**src/rtl/srlatch_driver.sv**
```systemverilog
// rtl/srlatch_driver.sv - timed, non-overlapping s_n/r_n pulse driver for a NAND SR latch with readback
module srlatch_driver #(
    parameter int PULSE_CYC  = 4,
    parameter int GUARD_CYC  = 2,
    parameter bit INIT_CLEAR = 1'b1
) (
    input  logic clk,
    input  logic rst_n,
    input  logic set_req,
    input  logic clr_req,
    input  logic q_fb,
    output logic s_n,
    output logic r_n,
    output logic ready,
    output logic done,
    output logic err,
    output logic q_sync
);

    localparam int MAX_CYC = (PULSE_CYC > GUARD_CYC) ? PULSE_CYC : GUARD_CYC;
    localparam int CNT_W   = $clog2(MAX_CYC) + 1;

    localparam logic [CNT_W-1:0] PULSE_LOAD = CNT_W'(PULSE_CYC - 1);
    localparam logic [CNT_W-1:0] GUARD_LOAD = CNT_W'(GUARD_CYC - 1);

    localparam logic [2:0] ST_INIT  = 3'd0;
    localparam logic [2:0] ST_IDLE  = 3'd1;
    localparam logic [2:0] ST_PULSE = 3'd2;
    localparam logic [2:0] ST_GUARD = 3'd3;
    localparam logic [2:0] ST_CHECK = 3'd4;

    logic [2:0]       state;
    logic [2:0]       state_nxt;
    logic [CNT_W-1:0] cnt;
    logic [CNT_W-1:0] cnt_nxt;
    logic             target;
    logic             target_nxt;
    logic             q_meta;

    logic             req_window;
    logic             accept_set;
    logic             accept_clr;
    logic             conflict;

    // Requests only count while ready is high; ready lags IDLE by one cycle after CHECK.
    assign req_window = (state == ST_IDLE) && ready;
    assign accept_set = req_window && set_req && !clr_req;
    assign accept_clr = req_window && clr_req && !set_req;
    assign conflict   = req_window && set_req && clr_req;

    always_comb begin
        state_nxt  = state;
        cnt_nxt    = cnt;
        target_nxt = target;
        case (state)
            ST_INIT: begin
                if (INIT_CLEAR) begin
                    target_nxt = 1'b0;
                    cnt_nxt    = PULSE_LOAD;
                    state_nxt  = ST_PULSE;
                end else begin
                    state_nxt = ST_IDLE;
                end
            end
            ST_IDLE: begin
                if (accept_set || accept_clr) begin
                    target_nxt = accept_set;
                    cnt_nxt    = PULSE_LOAD;
                    state_nxt  = ST_PULSE;
                end
            end
            ST_PULSE: begin
                if (cnt == '0) begin
                    cnt_nxt   = GUARD_LOAD;
                    state_nxt = ST_GUARD;
                end else begin
                    cnt_nxt = cnt - CNT_W'(1);
                end
            end
            ST_GUARD: begin
                if (cnt == '0) begin
                    state_nxt = ST_CHECK;
                end else begin
                    cnt_nxt = cnt - CNT_W'(1);
                end
            end
            ST_CHECK: begin
                state_nxt = ST_IDLE;
            end
            default: begin
                state_nxt = ST_INIT;
            end
        endcase
    end

    // Drive lines follow the state one cycle late, so the low pulse starts the cycle after acceptance.
    always_ff @(posedge clk or negedge rst_n) begin
        if (!rst_n) begin
            state  <= ST_INIT;
            cnt    <= '0;
            target <= 1'b0;
            s_n    <= 1'b1;
            r_n    <= 1'b1;
            ready  <= 1'b0;
            done   <= 1'b0;
            err    <= 1'b0;
            q_meta <= 1'b0;
            q_sync <= 1'b0;
        end else begin
            state  <= state_nxt;
            cnt    <= cnt_nxt;
            target <= target_nxt;
            s_n    <= !((state == ST_PULSE) && target);
            r_n    <= !((state == ST_PULSE) && !target);
            ready  <= (state == ST_IDLE) && !accept_set && !accept_clr;
            done   <= (state == ST_CHECK) && (q_sync == target);
            err    <= conflict || ((state == ST_CHECK) && (q_sync != target));
            q_meta <= q_fb;
            q_sync <= q_meta;
        end
    end

endmodule

```
**config.mk**
```make
export PLATFORM = sky130hd
export DESIGN_NAME = srlatch_driver
export DESIGN_NICKNAME = d
export VERILOG_FILES = /design/src/rtl/srlatch_driver.sv
export SDC_FILE = /design/constraint.sdc
export NUM_CORES = 1
export LEC_CHECK = 0
export CAP_MARGIN = 10
export CORE_AREA = 2 2 39 41
export CTS_CLUSTER_SIZE = 10
export DETAILED_ROUTE_END_ITERATION = 7
export DIE_AREA = 0 0 41 43
export PLACE_DENSITY_LB_ADDON = 0.1
export REMOVE_ABC_BUFFERS = 1
export SLEW_MARGIN = 30
export SYNTH_ARGS = -nofsm -noshare
export SYNTH_HDL_FRONTEND = slang
export SYNTH_SLANG_ARGS = --single-unit
```
**constraint.sdc**
```tcl
create_clock -name clk -period 3.8 [get_ports clk]
set_input_delay 0.57 -clock clk [delete_from_list [all_inputs] [get_ports clk]]
set_output_delay 0.57 -clock clk [all_outputs]
set_load 0.1 [all_outputs]
```
# After elaboration in Yosys (flattened, before gate mapping)
# Index checks and enable logic that the tools add are counted.
[word_totals] regBits=14 output_inout_bits=6 inputBits=5
[op_classes] muxes=10 eq_ne=10 n_reduce_logical=28 n_addsub=1
[ops] cell="2-to-1 mux 3 bit" n=6
[ops] cell="case mux 3 bit (5 select lines)" n=1
[ops] cell="logical AND 1 bit" n=12
[ops] cell="case mux 3 bit (4 select lines)" n=1
[ops] cell="logical NOT 1 bit" n=7
[ops] cell="== test 3 x 2 -> 1 bit (second input constant)" n=2
[ops] cell="logical NOT 3 bit" n=2
[ops] cell="!= test 2 bit (second input constant)" n=3
[ops] cell="AND reduction 3 bit" n=2
[ops] cell="nonzero test 4 bit" n=1
[ops] cell="== test 3 x 1 -> 1 bit (second input constant)" n=1
[ops] cell="== test 3 bit (second input constant)" n=1
[ops] cell="subtractor 3 x 1 -> 3 bit (second input constant)" n=1
[ops] cell="logical OR 1 bit" n=2
[ops] cell="!= test 2 x 1 -> 1 bit (second input constant)" n=1
[ops] cell="case mux 1 bit (2 select lines)" n=1
[ops] cell="AND reduction 2 bit" n=1
[ops] cell="nonzero test 2 bit" n=1
[ops] cell="== test 1 bit" n=1
[ops] cell="2-to-1 mux 1 bit" n=1
[ops] cell="!= test 1 bit" n=1

# Longest topological paths before layout
[logic_depth] depth_word=7 depth_mapped=6 mapped_depth_nobuf=6

# Least setup slack after synthesis
# OpenSTA, ideal clock, no wires.
[synth_path] path_type="reg2out" start="register ready" end="output port ready" required_ns=3.230 setup_slack_ns=2.245 arrival_time_ns=0.985 n_path_buf=0 path_stages_with_launch=1 path_cell_list="dfrtp_1"
[synth_rtl] item="start, declared" line="14" source="output logic ready,"
[synth_rtl] item="start signal, assigned" line="115" source="ready <= (state == ST_IDLE) && !accept_set && !accept_clr;"
# No word-level cell between the ends.

# Final worst setup path
[layout_path] start="register ready" end="output port ready"
# No word-level cell between the ends.

==> qor.csv <==
stage,metric,value,unit
status,status,completed,
synthesis,synth_area,678,um2
synthesis,synthTopCellsByArea,"dfrtp_1 44%, dfstp_2 7.7%, ha_1 3.7%, nor2_1 3.3%, o21ai_0 3.0%",
critical_path,cp.required,3.23,ns
sta,finalSetupViolCount,0,
routing,drt-met1-wl,573,um
floorplanning,rows,14,
sta,finalHoldViolCount,0,
power,irDropWorstVdd,0.389,mV
clock_tree,clock_sinks,14,
power,intPower,375,uW
critical_path,startpoint_type,flop,
global_route,grt_max_degree,15,
clock_tree,post_cts_buffers,0,
routing,route.detailed.drc,0,
floorplanning,fp.coreArea,0.00138,mm2
flow_run,cap_violations,0,
clock_tree,cts_resized,0,
finish,area_delta_synth_final,20.7,%
placed_design,portBuffers,10,
placed_design,gp_congestion,0.893,
synthesis,postSynthAreaPerCell,10.6,um2
sta,worst_pin_slew,0.963,ns
critical_path,critPathMaxFanout,8,
sta,tns,0,ns
power,p_per_area,831,mW/mm2
clock_tree,htree_levels,1,
sta,rsz0062_at_grt,no,
clock_tree,cts_tree,yes,
routing,drtPass1Iterations,4,
clock_tree,cts.path.max_buffers,2,
power,clkPwrFrac,0.158,
floorplanning,start_util,0.490,
finish,final_common_cell,dfrtp_1,
clock_tree,hold_buffers,0,
routing,drt-total-wl,1.21,mm
sta,worst_slack,1.30,ns
clock_tree,insertion_delay,0.29,ns
sta,relSlewSlack,0.356,
synthesis,synth-edff-count,0,
placed_design,place_hpwl,844,um
global_route,grt_pass1_wl,2.04,mm
routing,via_count,512,
critical_path,crit_buf_inv,1,
power,pwr-share-comb,0.458,
routing,dr.first_iter.drc_count,19,
floorplanning,die_w,41,um
critical_path,crit_slowest_cell,clkdlybuf4s50_1,
power,pwr-share-seq,0.384,
sta,min_period_over_period,0.658,
clock_tree,cts_buffers,3,
global_route,grt_pass1_vias,435,
power,power.total,680,uW
power,switchingPower,304,uW
routing,wl_met3,74,um
placed_design,pre_cts_slack,1.62,ns
routing,avgRoutedWirePerCell,13.3,um
finish,final_nets,83,
synthesis,yosysSeqAreaShare,0.520,
critical_path,crit_family,buffers and inverters,
routing,highest_layer,met4,
routing,ant_nets,0,
global_route,antenna_found_initial,0,
sta,finClkSkew,0.00512,ns
critical_path,crit_type,reg -> out,
routing,viasPerCell,5.63,
critical_path,critPathMaxStageDelay,1.17,ns
synthesis,synth_flop_cell,dfrtp_1,
global_route,grt_use_total,0.178,
critical_path,crit_arrival,1.93,ns
finish,drive_gt1_frac,0.107,
synthesis,synth_top_area_frac,0.443,
routing,route.met2.wl,536,um
synthesis,ys_warn_count,0,
floorplanning,die_h,43,um
sta,maxSlewViolCount,0,
clock_tree,clk_pin_slew,0.08,ns
global_route,overflow,0,
synthesis,synthDistinctLibCells,33,
sta,fin_crit,2.50,ns
synthesis,synth_seq_cells,14,
synthesis,yosysTopAreaCell,dfrtp_1,
floorplanning,num_io_pins,11,
power,switching_share,0.448,
power,p_leak,0.000349,uW
critical_path,worstPathCellList,clkdlybuf4s50_1,
finish,diodes,0,
synthesis,async_flop_share,1.00,
sta,max_freq,400,MHz
worst_hold_path,min_path_type,reg -> reg,
finish,largestRegisters,"cnt x3, state x3",
synthesis,syn_inst,64,
clock_tree,clockRootBuffer,clkbuf_4,
critical_path,endpoint_kind,output pin,
finish,layout_common_cells,"12 x dfrtp_1, 10 x clkdlybuf4s50_1, 6 x nor2_1",
floorplanning,design.die.area,0.00176,mm2
==> layout make-up <==
class / count / area [um2]
fillers: 122 / 566
flip-flops and latches: 14 / 353
multi-input cells: 43 / 294
repair buffers: 10 / 100
clock buffers: 4 / 36.3
well taps: 16 / 20.0
inverters: 4 / 15.0
==> cells by family (layout without fill, tap and decap cells) <==
group                    after synthesis  in the layout  share of synthesized area
buffers and inverters                  7             18                     0.0461
adder cells (fa/ha/maj)                2              2                     0.0369
AND/OR/NAND/NOR                       23             23                      0.201
XOR/XNOR                               2              2                     0.0258
multiplexers                           1              1                     0.0148
flip-flops                            14             14                      0.520
AO/OA/AOI/OAI                         15             15                      0.155
==> synth_stat cells, drive strengths merged, types with 2 or more instances <==
library cell,n
dfrtp,12
nor2,6
inv,4
o21ai,4
a31oi,2
buf,2
dfstp,2
ha,2
nand2,2
nand2b,2
nand3,2
nand4,2
nor2b,2
o22ai,2
xor2,2
==> worst paths after layout <==
path                                          from  slack, ns                  to  cells after the start
worst min-delay path              q_meta$_DFF_PN0_       0.36    q_sync$_DFF_PN0_                      0
worst max-delay path               ready$_DFF_PN0_       1.30               ready                      1
max in group asynchronous                    rst_n       2.74    q_sync$_DFF_PN0_                      1
min in group asynchronous                    rst_n       0.66  cnt[0]$_DFFE_PN0P_                      1
worst max register to register  cnt[1]$_DFFE_PN0P_       2.32  cnt[0]$_DFFE_PN0P_                      6
worst min register to register    q_meta$_DFF_PN0_       0.36    q_sync$_DFF_PN0_                      0
==> power groups by stage <==
stage / Clock, uW / Sequential [uW] / Combinational [uW]
detailed placement: 0 / 264 / 309
floorplan: 0 / 339 / 161
global route: 116 / 270 / 342
CTS: 110 / 261 / 311
global placement: 0 / 265 / 303
finish: 107 / 261 / 312
==> layer usage <==
layer | global-route usage | up-vias
li1 | - | 251
met1 | 0.262 | 235
met2 | 0.222 | 21
met3 | 0.0471 | 5
met4 | 0.120 | 0
met5 | 0 | -
==> through the flow <==
| step | cells | utilization | instance area (um2) | hold slack, ns |
|---|---|---|---|---|
| floorplan | 61 | - | 662 | 0.274 |
| global placement | 87 | 0.565 | 782 | 0.334 |
| detailed placement | 87 | 0.565 | 782 | 0.340 |
| CTS | 91 | 0.591 | 818 | 0.360 |
| global route | 91 | 0.591 | 818 | 0.363 |
| finish | 91 | 0.591 | 818 | 0.357 |
Note: power is estimated with default switching activity, not from simulation.
==> patch 1: new RTL, config.mk and constraints unchanged <==
Change the parameter `GUARD_CYC` from 2 to 4.
--- a/src/rtl/srlatch_driver.sv
+++ b/src/rtl/srlatch_driver.sv
@@ -2,5 +2,5 @@
 module srlatch_driver #(
     parameter int PULSE_CYC  = 4,
-    parameter int GUARD_CYC  = 2,
+    parameter int GUARD_CYC  = 4,
     parameter bit INIT_CLEAR = 1'b1
 ) (
Function: changed (a bounded check fails within 10 cycles, from zero or initial values and one cycle with rst_n low).
==> patch 1 against the unedited design <==
  * Sequential cell count unchanged
  * Combinational power up 8.7%
  * Worst setup slack improved by 0.00050 ns
  * Maximum frequency about the same
  * Non-clock buffer count unchanged
  * Utilization up 4.9 points
  * Routed wire length rose by 12%
  * Global-route usage up 1.6 points
  * First-iteration DRC count decreased by 53%
  * Total power rose by 3.7%
  * Cell area rose by 8.3%
  * Area after synthesis up 11%
  * Largest cell class is now multi-input combinational cells
  * Highest routed layer unchanged
==> patch 1: results (changes against the unedited design) <==
| Metric | Value |
|---|---|
| Diodes inserted | 0 (unchanged) |
| Dpl ws | 1.61 ns (-0.00364 ns) |
| Share of cells above drive strength 1 | 24.7% (+14 points) |
| Metal-1 WL | 616 um (+7.5%) |
| Crit Reg-Reg Endpoint | cnt[1]$_DFFE_PN0P_ |
| Global routing usage on met1 | 26.4% (+0.13 points) |
| Via density | 5.71 (+1.5%) |
| Synth cell types | 36 (+9.1%) |
| NumNets Final | 85 (+2.4%) |
| DR WL met2 | 671 um (+25%) |
| Comb pwr share | 48.1% (+2.3 points) |
| Final hold slack | 0.376 ns (+0.0189 ns) |
| GPL Wtd Cong | 0.739 (-17%) |
| Worst-case reg-to-reg path depth | 5 (-1) |
| Slew Limit Headroom | 35.6% (about the same) |
| Clk pin slew, worst setup/hold paths | 0.09 ns |
| Run status | completed |
| Met2 Use GR | 27.5% (+5.3 points) |
| Via Count | 531 (+3.7%) |
| Clock power share | 15.5% (-0.3 points) |
| GR Layer Usage met3 | 3.14% (-1.6 points) |
| Placed cells | 89 (+2.3%) |
| Switch Pwr | 310 uW (+2.0%) |
| Sequential fraction of the synthesis area | 46.8% (-5.2 points) |
| Clock skew | 0.00115 ns (-0.00397 ns) |
| First-pass GRT wire length | 2.21 mm (+8.1%) |
| Routed met3 length | 43 um (-42%) |
| GRT Total Usage | 19.4% (+1.6 points) |
| WL final | 1.36 mm (+12%) |
| Vias in the first global route | 474 (+9.0%) |
| Mapped Cells | 66 (+3.1%) |
| DR pass1 iterations | 6 (+2) |
[patch 1: cell types whose count changed in the layout (fill, tap and decap cells not counted), moves of 2 or more]
cell | before | now
nor2b_1 | 1 | 3
nand4_1 | 2 | 0
o22ai_1 | 2 | 0
o31ai_1 | 0 | 2
nor2_1 | 6 | 3
a21oi_1 | 1 | 3
o21ai_0 | 4 | 1
[patch 1: area by class of cell]
cell class / instances / area share [%]
Timing Repair Buffer: 10 / 11.3
Tap cell: 16 / 2.26
Multi-Input combinational cell: 45 / 40.8
Inverter: 4 / 1.69
Clock buffer: 4 / 4.10
Sequential cell: 14 / 39.8
[patch 1: logic make-up (layout without fill, tap and decap cells)]
logic type,Yosys count,after routing,share of synthesized area (%)
fa+ha+maj,2,2,3.32
flops,14,14,46.8
simple gates,24,24,21.6
buf+inv,7,18,5.15
xor+xnor,2,2,3.32
compound gates,17,17,19.8
==> patch 2: new RTL, same flow settings <==
Without the edit above. Register the output `q_sync` once more, cleared by the reset; this adds one clock of latency there. The other outputs are not delayed to match.
--- a/src/rtl/srlatch_driver.sv
+++ b/src/rtl/srlatch_driver.sv
@@ -29,4 +29,6 @@
     localparam logic [2:0] ST_GUARD = 3'd3;
     localparam logic [2:0] ST_CHECK = 3'd4;
+
+    logic q_sync_s0;
 
     logic [2:0]       state;
@@ -106,5 +108,5 @@
             err    <= 1'b0;
             q_meta <= 1'b0;
-            q_sync <= 1'b0;
+            q_sync_s0 <= 1'b0;
         end else begin
             state  <= state_nxt;
@@ -114,8 +116,16 @@
             r_n    <= !((state == ST_PULSE) && !target);
             ready  <= (state == ST_IDLE) && !accept_set && !accept_clr;
-            done   <= (state == ST_CHECK) && (q_sync == target);
-            err    <= conflict || ((state == ST_CHECK) && (q_sync != target));
+            done   <= (state == ST_CHECK) && (q_sync_s0 == target);
+            err    <= conflict || ((state == ST_CHECK) && (q_sync_s0 != target));
             q_meta <= q_fb;
-            q_sync <= q_meta;
+            q_sync_s0 <= q_meta;
+        end
+    end
+
+    always_ff @(posedge clk or negedge rst_n) begin
+        if (!rst_n) begin
+            q_sync <= '0;
+        end else begin
+            q_sync <= q_sync_s0;
         end
     end
Formal check against the unedited RTL: not equivalent (a bounded check fails within 4 cycles, from zero or initial values and one cycle with rst_n low).
==> patch 2 against the unedited design <==
  * Sequential cell count increased by 1
  * Area after synthesis down 1.7%
  * Cell area shrank 1.8%
  * Total power decreased by 8.5%
  * Combinational power shrank 12%
  * Sequential share of layout area increased by 3.9 points
  * Worst setup slack improved by 0.014 ns
  * Critical path type unchanged
  * Routed wire length fell by 9.2%
  * Highest routed layer unchanged
  * Critical path depth unchanged
  * Die area did not move
  * Largest cell class unchanged
==> patch 2: results (changes against the unedited design) <==
| Metric | Value |
|---|---|
| Max Root-Sink Buffers | 2 (unchanged) |
| First-pass GRT wire length | 1.95 mm (-4.4%) |
| Run status | completed |
| Commonest cells in the netlist | 13 x dfrtp_1, 5 x nor2_1, 4 x a21oi_1, 4 x inv_1 |
| Leak | 0.000356 uW (+2.0%) |
| GPL Wtd Cong | 0.769 (-14%) |
| Initial DRC Count | 4 (-15) |
| Dpl ws | 1.62 ns (-0.00159 ns) |
| Sequential fraction of the synthesis area | 56.7% (+4.6 points) |
| Reg area | 378 um^2 (+7.1%) |
| DPL Wire Length | 781 um (-7.4%) |
| Synth cell types | 26 (-21%) |
| Async SR Flop Fraction | 100% (unchanged) |
| NumNets Final | 82 (-1.2%) |
| Post-Synth Adder-Cell Area | 3.75% (+0.062 points) |
| Non-clk buf share | 12.5% (+0.23 points) |
| Register bit total from synthesis | 15 (+1) |
| GRT Total Usage | 16.9% (-0.95 points) |
| Share of cells above drive strength 1 | 9.46% (-1.2 points) |
| Max incr delay on CP | 1.12 ns (-0.05 ns) |
| Comb pwr share | 44.3% (-1.5 points) |
| Layout Cells excl Fill | 90 (-1.1%) |
| Clock power share | 14.3% (-1.5 points) |
| WL final | 1.10 mm (-9.2%) |
| P_int | 352 uW (-6.2%) |
| Mux cell area share after synthesis | 0% (-1.5 points) |
| Placed cells | 86 (-1.1%) |
| Clk cell area share | 3.27% (-1.2 points) |
| Mapped Cells | 62 (-3.1%) |
| Skew-Pair Late Insertion Delay | 0.28 ns |
| Overflow left after global routing | 0 (unchanged) |
| XOR/XNOR share of the synthesized area | 2.63% (+0.044 points) |
| Worst slew pin tran | 0.963 ns (+0.000338 ns) |
| Peak VDD IR | 0.426 mV (+9.7%) |
| Clock skew | 0.00264 ns (-0.00248 ns) |
| Final hold slack | 0.364 ns (+0.00721 ns) |
| Critical path fanouts, max | 1 (-7) |
| Multi-input gates | 41 (-4.7%) |
| # fillers | 129 (+5.7%) |
| Via Count | 473 (-7.6%) |
| Multi-input gate area | 264 um^2 (-10%) |
## patch 2: changes by cell type after synthesis, sizes merged, moves of 2 or more
| cell | change |
|---|---|
| a21oi | +3 |
| nor3 | +3 |
| a211oi | +2 |
| nand4 | -2 |
| o21ai | -2 |
| or3 | +2 |
## patch 2: metrics by stage
stage | total power, uW | area (um^2)
after floorplan | 474 | 657
after global placement | 536 | 777
after detailed placement | 538 | 777
after CTS | 627 | 803
after global routing | 674 | 803
final | 622 | 803
## patch 2: kinds of logic (layout without fill, tap and decap cells)
kind of cell | Yosys count | in the layout
AOI/OAI and AO/OA | 15 | 15
DFF | 15 | 15
buffers and inverters | 6 | 18
and+or+nand+nor | 22 | 22
adders and majority gates | 2 | 2
xor gates and xnor gates | 2 | 2
## patch 2: per-layer routing
layer / share of wire, % / GRT usage (%)
met4: 1.2 / 10.0
met2: 44 / 21.3
met3: 6.0 / 4.71
met5: 0 / 0
met1: 49 / 24.9
## patch 2: final timing paths
| kind | startpoint | endpoint | slack, ns | cells after the start |
|---|---|---|---|---|
| worst min-delay path | q_meta$_DFF_PN0_ | q_sync_s0$_DFF_PN0_ | 0.36 | 0 |
| max in group asynchronous | rst_n | cnt[2]$_DFFE_PN0P_ | 2.69 | 1 |
| worst min register to register | q_meta$_DFF_PN0_ | q_sync_s0$_DFF_PN0_ | 0.36 | 0 |
| worst max-delay path | r_n$_DFF_PN1_ | r_n | 1.31 | 1 |
| min in group asynchronous | rst_n | state[1]$_DFFE_PN0P_ | 0.69 | 1 |
| worst max register to register | cnt[0]$_DFFE_PN0P_ | cnt[1]$_DFFE_PN0P_ | 2.37 | 6 |
